**src/rtl/zimbo_uart_tx.sv**
```systemverilog
// Memory-mapped 8N1 UART transmitter with a small transmit FIFO.
// DATA register pushes a byte; STATUS reports FIFO/line state and a sticky overflow flag.
module zimbo_uart_tx #(
    parameter int unsigned CLKS_PER_BIT = 16,
    parameter logic [15:0] BASE_ADDR    = 16'hFF00,
    parameter int unsigned FIFO_DEPTH   = 4
) (
    input  logic        clock,
    input  logic        reset,
    input  logic [15:0] addrm,
    input  logic [15:0] wmdata,
    input  logic        memwr_en,
    output logic        io_sel,
    output logic [15:0] io_rdata,
    output logic        txd,
    output logic        tx_busy
);

    localparam int unsigned AW = $clog2(FIFO_DEPTH);
    localparam logic [15:0] BaudReload = 16'(CLKS_PER_BIT - 1);
    localparam logic [AW:0] FullCount = (AW + 1)'(FIFO_DEPTH);
    localparam logic [15:0] StatusAddr = BASE_ADDR + 16'd1;

    typedef enum logic [1:0] {StIdle, StStart, StData, StStop} state_e;

    state_e        state_q, state_d;
    logic [15:0]   baud_q, baud_d;
    logic [2:0]    bit_q, bit_d;
    logic [7:0]    shift_q, shift_d;
    logic          txd_q, txd_d;

    logic [7:0]    mem_q [FIFO_DEPTH];
    logic [AW-1:0] wr_ptr_q, rd_ptr_q;
    logic [AW:0]   count_q, count_d;
    logic          ovf_q, ovf_d;
    logic          sel_q, sts_q;

    logic          wr_data, wr_status, push, pop, full, empty;
    logic [15:0]   status;
    logic          unused_wdata_hi;

    assign unused_wdata_hi = ^wmdata[15:8];

    assign wr_data   = memwr_en && (addrm == BASE_ADDR);
    assign wr_status = memwr_en && (addrm == StatusAddr);
    assign full      = (count_q == FullCount);
    assign empty     = (count_q == '0);
    // A full FIFO still takes a write when the shifter pops on the same edge.
    assign push      = wr_data && (!full || pop);

    always_comb begin
        count_d = count_q;
        unique case ({push, pop})
            2'b10:   count_d = count_q + 1'b1;
            2'b01:   count_d = count_q - 1'b1;
            default: count_d = count_q;
        endcase
    end

    always_comb begin
        ovf_d = ovf_q;
        if (wr_data && !push) begin
            ovf_d = 1'b1;
        end else if (wr_status && wmdata[0]) begin
            ovf_d = 1'b0;
        end
    end

    always_ff @(posedge clock) begin
        if (push) begin
            mem_q[wr_ptr_q] <= wmdata[7:0];
        end
    end

    always_ff @(posedge clock or posedge reset) begin
        if (reset) begin
            wr_ptr_q <= '0;
            rd_ptr_q <= '0;
            count_q  <= '0;
            ovf_q    <= 1'b0;
            sel_q    <= 1'b0;
            sts_q    <= 1'b0;
        end else begin
            if (push) begin
                wr_ptr_q <= wr_ptr_q + 1'b1;
            end
            if (pop) begin
                rd_ptr_q <= rd_ptr_q + 1'b1;
            end
            count_q <= count_d;
            ovf_q   <= ovf_d;
            sel_q   <= (addrm == BASE_ADDR) || (addrm == StatusAddr);
            sts_q   <= (addrm == StatusAddr);
        end
    end

    always_comb begin
        state_d = state_q;
        baud_d  = baud_q;
        bit_d   = bit_q;
        shift_d = shift_q;
        txd_d   = txd_q;
        pop     = 1'b0;
        unique case (state_q)
            StIdle: begin
                txd_d = 1'b1;
                if (!empty) begin
                    pop     = 1'b1;
                    shift_d = mem_q[rd_ptr_q];
                    baud_d  = BaudReload;
                    state_d = StStart;
                    txd_d   = 1'b0;
                end
            end
            StStart: begin
                if (baud_q == '0) begin
                    baud_d  = BaudReload;
                    bit_d   = '0;
                    state_d = StData;
                    txd_d   = shift_q[0];
                end else begin
                    baud_d = baud_q - 16'd1;
                end
            end
            StData: begin
                if (baud_q == '0) begin
                    baud_d = BaudReload;
                    if (bit_q == 3'd7) begin
                        state_d = StStop;
                        txd_d   = 1'b1;
                    end else begin
                        bit_d   = bit_q + 3'd1;
                        shift_d = shift_q >> 1;
                        txd_d   = shift_q[1];
                    end
                end else begin
                    baud_d = baud_q - 16'd1;
                end
            end
            StStop: begin
                txd_d = 1'b1;
                if (baud_q == '0) begin
                    if (!empty) begin
                        pop     = 1'b1;
                        shift_d = mem_q[rd_ptr_q];
                        baud_d  = BaudReload;
                        state_d = StStart;
                        txd_d   = 1'b0;
                    end else begin
                        state_d = StIdle;
                    end
                end else begin
                    baud_d = baud_q - 16'd1;
                end
            end
            default: begin
                state_d = StIdle;
                txd_d   = 1'b1;
            end
        endcase
    end

    always_ff @(posedge clock or posedge reset) begin
        if (reset) begin
            state_q <= StIdle;
            baud_q  <= '0;
            bit_q   <= '0;
            shift_q <= '0;
            txd_q   <= 1'b1;
        end else begin
            state_q <= state_d;
            baud_q  <= baud_d;
            bit_q   <= bit_d;
            shift_q <= shift_d;
            txd_q   <= txd_d;
        end
    end

    assign tx_busy  = (state_q != StIdle) || !empty;
    assign status   = {11'b0, ovf_q, full, empty, tx_busy, ~full};
    assign io_sel   = sel_q;
    assign io_rdata = (sel_q && sts_q) ? status : 16'h0000;
    assign txd      = txd_q;

endmodule

```
**config.mk**
```make
export PLATFORM = sky130hd
export DESIGN_NAME = zimbo_uart_tx
export DESIGN_NICKNAME = d
export VERILOG_FILES = /design/src/rtl/zimbo_uart_tx.sv
export SDC_FILE = /design/constraint.sdc
export NUM_CORES = 1
export LEC_CHECK = 0
export ABC_AREA = 1
export BUFFER_PORTS_ARGS = -buffer_cell sky130_fd_sc_hd__buf_2
export CORE_ASPECT_RATIO = 1.75
export CORE_MARGIN = 4
export CORE_UTILIZATION = 38
export CTS_CLUSTER_DIAMETER = 50
export DETAILED_ROUTE_END_ITERATION = 6
export RECOVER_POWER = 25
export SYNTH_ARGS = -nofsm -noshare
export SYNTH_HDL_FRONTEND = slang
export SYNTH_SLANG_ARGS = --single-unit
```
**constraint.sdc**
```tcl
create_clock -name clock -period 3.8 [get_ports clock]
set_input_delay 0.76 -clock clock [delete_from_list [all_inputs] [get_ports clock]]
set_output_delay 0.76 -clock clock [all_outputs]
set_load 0.005 [all_outputs]
```
# After elaboration in Yosys (flattened, before gate mapping)
# Memory sizes are Yosys's and may differ from the RTL's.
# Cells that the tools add are included.
classes:
  add_sub_neg: 6
  n_reduce_logical: 25
  eq_ne: 15
  muxes: 35
  bitwise: 1
op_table:
  columns: ["op", "n"]
  rows:
  - ["16-bit 2-to-1 mux", 3]
  - ["16-bit one-hot mux with 3 select lines", 1]
  - ["16-bit == test (second input constant)", 2]
  - ["8-bit 2-to-1 mux", 4]
  - ["8-bit one-hot mux with 3 select lines", 1]
  - ["16-bit logical NOT", 1]
  - ["16-bit by 1-bit subtractor with 16-bit output (second input constant)", 1]
  - ["1-bit 2-to-1 mux", 12]
  - ["2-bit inequality test (second input constant)", 6]
  - ["3-bit one-hot mux with 2 select lines", 2]
  - ["2-bit 2-to-1 mux", 5]
  - ["3-bit 2-to-1 mux", 3]
  - ["2-bit one-hot mux with 4 select lines", 1]
  - ["4-bit AND reduction", 2]
  - ["2-bit nonzero test", 4]
  - ["3-bit by 1-bit adder with 3-bit output (second input constant)", 2]
  - ["2-bit == test (second input constant)", 3]
  - ["3-bit == test (second input constant)", 2]
  - ["1-bit logical AND", 6]
  - ["5-bit 2-to-1 mux", 1]
  - ["5-bit AND reduction", 1]
  - ["2-bit by 1-bit adder with 2-bit output (second input constant)", 2]
  - ["2-bit by 1-bit == test with 1-bit output (second input constant)", 2]
  - ["1-bit one-hot mux with 4 select lines", 1]
  - ["10 further kinds", 14]
word_totals:
  word_cells: 94
  out_inout_bits: 19
  ram_bits: 32
  in_bits: 35
  n_memories: 1
  reg_bits: 40
memory_table:
  columns: ["memory", "depth", "word_bits", "rd", "rd_ports_with_merged_regs", "wr", "line_no", "rtl"]
  rows:
  - ["mem_q", 4, 8, 1, 0, 1, "32", "logic [7:0] mem_q [FIFO_DEPTH];"]

# Depth between registers and ports, before layout
logic_depth:
  word_depth: 9
  mapped_depth: 14
  ltp_nobuf: 14

# Worst setup path after synthesis
# Ideal clock, no wire load.
synth_path:
  path_type: "in2reg"
  startpoint: "input port addrm[15]"
  endpoint: "memory mem_q[0][0], enable pin"
  setup_ps: 371
  t_arrival_ps: 1830
  slack_ps: 1599
  n_path_buf: 0
  path_stages: 6
  required_time_ps: 3429
  path_cell_list: "nand2_1 -> nor4b_1 -> nand2_1 -> nor2_1 -> nand2_1 -> nor2_1"
synth_between:
  elab_chain_cells: 5
synth_rtl:
  columns: ["element", "line_no", "rtl"]
  rows:
  - ["start: declaration", "10", "input logic [15:0] addrm,"]
  - ["16-bit == test", "44", "assign wr_data = memwr_en && (addrm == BASE_ADDR);"]
  - ["1-bit logical AND", "44", null]
  - ["1-bit logical AND", "49", "assign push = wr_data && (!full || pop);"]
  - ["1-bit 2-to-1 mux", "70", "if (push) begin"]
  - ["1-bit 2-to-1 mux (not written as such)", "71", "mem_q[wr_ptr_q] <= wmdata[7:0];"]
  - ["end: declaration", "32", null]
# No other way between the ends.

# Worst setup path in the final report
layout_path:
  startpoint: "register baud_q[0]"
  endpoint: "memory mem_q[2][7], enable pin"
layout_between:
  elab_chain_cells: 7
layout_rtl:
  columns: ["element", "line_no", "rtl"]
  rows:
  - ["start: declaration", "27", "logic [15:0] baud_q, baud_d;"]
  - ["start signal: assignment", "172", "baud_q <= baud_d;"]
  - ["16-bit logical NOT", "142", "if (baud_q == '0) begin"]
  - ["1-bit 2-to-1 mux", "142", null]
  - ["1-bit one-hot mux with 2 select lines", "104", "unique case (state_q)"]
  - ["1-bit logical OR", "49", null]
  - ["1-bit logical AND", "49", null]
  - ["1-bit 2-to-1 mux", "70", null]
  - ["1-bit 2-to-1 mux (not written as such)", "71", null]
# No other way between the ends.

==> summary.md <==
| Metric | Value |
|---|---|
| Status | complete, but fails checks |
| Violated checks | capacitance limit, slew limit |
| GRT Residual Overflow | 0 |
| Root buf cell | clkbuf_16 |
| Residual DRC count | 0 |
| Post-synthesis cell count | 423 |
| CP required | roughly 3.8 ns |
| CP Cell Sequence | inv_1, ha_1, nand2_2, nor2_2, nand3_1, nand2_2, nand2_2, nand2_2, nand2_1, nor2_1 |
| Global-route track usage on met2 | a little over a quarter |
| Starting Density | between 30% and 40% |
| Most frequent CP cell | nand2_2 |
| Placed insts | 575 |
| Worst setup path class | reg2reg |
| Max Root-Sink Buffers | 2 |
| Clock sink count | between 70 and 80 |
| Critical path capture point type | flop |
| Final hold vios | 0 |
| Worst skew pair latency | roughly 0.33 ns |
| Slew margin rel. | -45.4% |
| Via count | around 2900 |
| Full die area | about 12000 sq um |
| Post-DR vias/cell | slightly below 5 |
| Detailed Routing Iterations Pass 1 | 4 |
| CTS Buf Count | 9 |
| Cts hold-fix bufs | 0 |
| Cell Area, Placed | 4100 sq um |
| Area of the mapped netlist | between 3000 and 4000 sq um |
| Post-CTS Setup Inserts | 0 |
| Cell taking the most area after synthesis | dfrtp_1 |
| Layout Nets | approximately 500 |
| GP Congestion | approximately 0.84 |
| Detailed Route Iter0 Violations | 150 |
| Wire length per cell | between 10 and 15 um |
| Register area share after synthesis | 50.8% |
| Min Hold Slack | between 0.4 and 0.5 ns |
| Largest net degree at the start of global routing | about 40 |
| Synth area leaders | dfrtp_1, edfxtp_1, nand2_1 |
| GRT Total Usage | 13.9% |
| Final WL | ~8000 um |
| PortBufs | 34 |
| Final setup fails | 0 |
| Post-DP HPWL | ~5800 um |
| Tot Pwr | around 1.8 mW |
| Power Dens Cells | approximately 410 nW/um^2 |
| First-pass GRT wire length | between 10000 and 15000 um |
| Synth cell count leaders | nand2_1, inv_1, nor2_1 |
| Detail Route Antenna Nets | 0 |
| CTS H-tree lvls | 3 |
| Row cnt | 48 |
| Share of cells above drive strength 1 | 16.7% |
| Antenna fix cells | 0 |
| Worst path max stage delay | roughly 0.66 ns |
| Global routing usage on met3 | 2.09% |
| Number of synthesized register bits | 72 |
| Lkg Pwr | ~2 nW |
| Post_cts resized | 0 |
| Clk_skew | ~0.0050 ns |
| Avg Cell Area, Syn | around 9 sq um |
| Fillers | 970 |
| GR Util met1 | 14.4% |
| Worst slew pin tran | ~2.2 ns |
| Yosys warns | 0 |
| Final period util | 67.4% |
| Min-delay worst type | reg2reg |
| Max_cap viols | 1 |
| Most used DFF post-synth | dfrtp_1 |
| Area Overhead vs Synth | 14.7% |
| IO Count | 54 |
| Minimum clock period | between 2 and 3 ns |
| GR peak layer | met2 |
| Clock-pin transition on the worst setup and hold timing paths | roughly 0.06 ns |
| Max Clock Freq | between 0.3 and 0.4 GHz |
| Setup crit start kind | flop |
| Vias in the first global route | 2931 |
| Core area | between 9000 and 10000 sq um |
| Most frequent cell after synthesis | nand2_1 |
| Final cell count without fillers | slightly below 600 |
| RSZ-0062 raised after global routing | no |
| Fin. max-slew vios | between 40 and 50 |
| Asr flop ratio synth | between 50% and 60% |
| Final instance area | 4430 sq um |
| Crit-path max FO | 8 |
| Peak supply drop | between 0.0003 and 0.0004 V |
| Synth top area share | 25.3% |
| Fin Setup TNS | 0 ns |
| Post-synth EDFFs | 32 |
| CTS tree | built |
| Worst path slowest cell | nor2_1 |
| Initial antenna violation count | 0 |
| Distinct cells, synth | 42 |
| R2R Setup Slk | approximately 1.2 ns |
| Die H | 141 um |
| Critical Path AT | ~2.5 ns |
| Die X | around 84 um |
==> cell type report <==
type	count	area [sq um]	area share, %
tap	125	156	3.53
sequential	72	1960	44.3
clock buffer	9	225	5.08
inverter	55	211	4.77
timing repair buffer	36	171	3.87
multi-input combinational	287	1590	35.8
clock inverter	7	120	2.71
==> metal layers <==
layer	vias to the layer above	wire, um
met2	45	4330
met4	0	216
met5	-	0
met3	20	218
met1	1343	3070
li1	1460	-
==> path summary, 6_finish.rpt <==
check | depth (start not counted) | to | startpoint
worst max register to register | 10 | mem_q[2][7] | baud_q[0]
worst max-delay path | 10 | mem_q[2][7] | baud_q[0]
max in group asynchronous | 3 | baud_q[12] | reset
worst min register to register | 2 | shift_q[3] | shift_q[3]
worst min-delay path | 2 | shift_q[3] | shift_q[3]
min in group asynchronous | 3 | baud_q[3] | reset
==> power breakdown <==
group / internal [mW] / total (mW) / switching, mW / leakage, nW
logic: 0.0109 / 0.0343 / 0.0233 / 1.05
clock network: 0.642 / 0.968 / 0.326 / 0.167
registers: 0.815 / 0.815 / 0.000265 / 0.777
==> state kept, by name (all words and copies together), names as in the netlist <==
name and flops:
state_q 2, rd_ptr_q 2, txd 1, io_sel 1, bit_q 3, sts_q 1
mem_q 32, count_q 3, shift_q 8, wr_ptr_q 2, baud_q 16, ovf_q 1
==> critical path: cells and delay by family (launching register included) <==
family / cells / cell delay [ns]
adder cells (fa/ha/maj): 1 / 0.20
buffers and inverters: 1 / 0.10
flip-flops: 1 / 0.39
AND/OR/NAND/NOR: 8 / 1.48
==> cell usage in the layout, fill, tap and decap left out, types with 3 or more instances in the layout <==
cell type and n:
nand2_1 69, nor2_1 52, inv_1 52, dfrtp_1 39, o21ai_0 35, edfxtp_1 32, buf_2 26, nand3_1 18
a21oi_1 12, ha_1 12, conb_1 11, xor2_1 10, o22ai_1 10, nor2_2 9, clkbuf_16 9, clkbuf_1 9
nand2_2 7, nand4_1 6, o21ai_2 5, nor3_1 4, clkinv_4 4, a31oi_1 4, o21ai_1 4, nand3_2 3
bufinv_16 3
==> through the flow <==
| step | utilization, % | setup slack [ns] |
|---|---|---|
| 6_report | 44.7 | 1.24 |
| 5_1_grt | 44.7 | 0.787 |
| 4_1_cts | 44.9 | 1.21 |
| 3_5_place_dp | 41.4 | 1.05 |
| 3_3_place_gp | 41.4 | 1.07 |
| 2_1_floorplan | - | 1.60 |
==> cell families after synthesis <==
| logic type | count (synthesis) | share of synthesized area [%] |
|---|---|---|
| simple gates | 174 | 20.5 |
| compound gates | 79 | 12.8 |
| buf+inv | 74 | 9.13 |
| flops | 72 | 50.8 |
| fa+ha+maj | 13 | 4.40 |
| xor+xnor | 10 | 2.27 |
| other cells | 1 | 0.0971 |
Power figures use the tool's default switching activity.
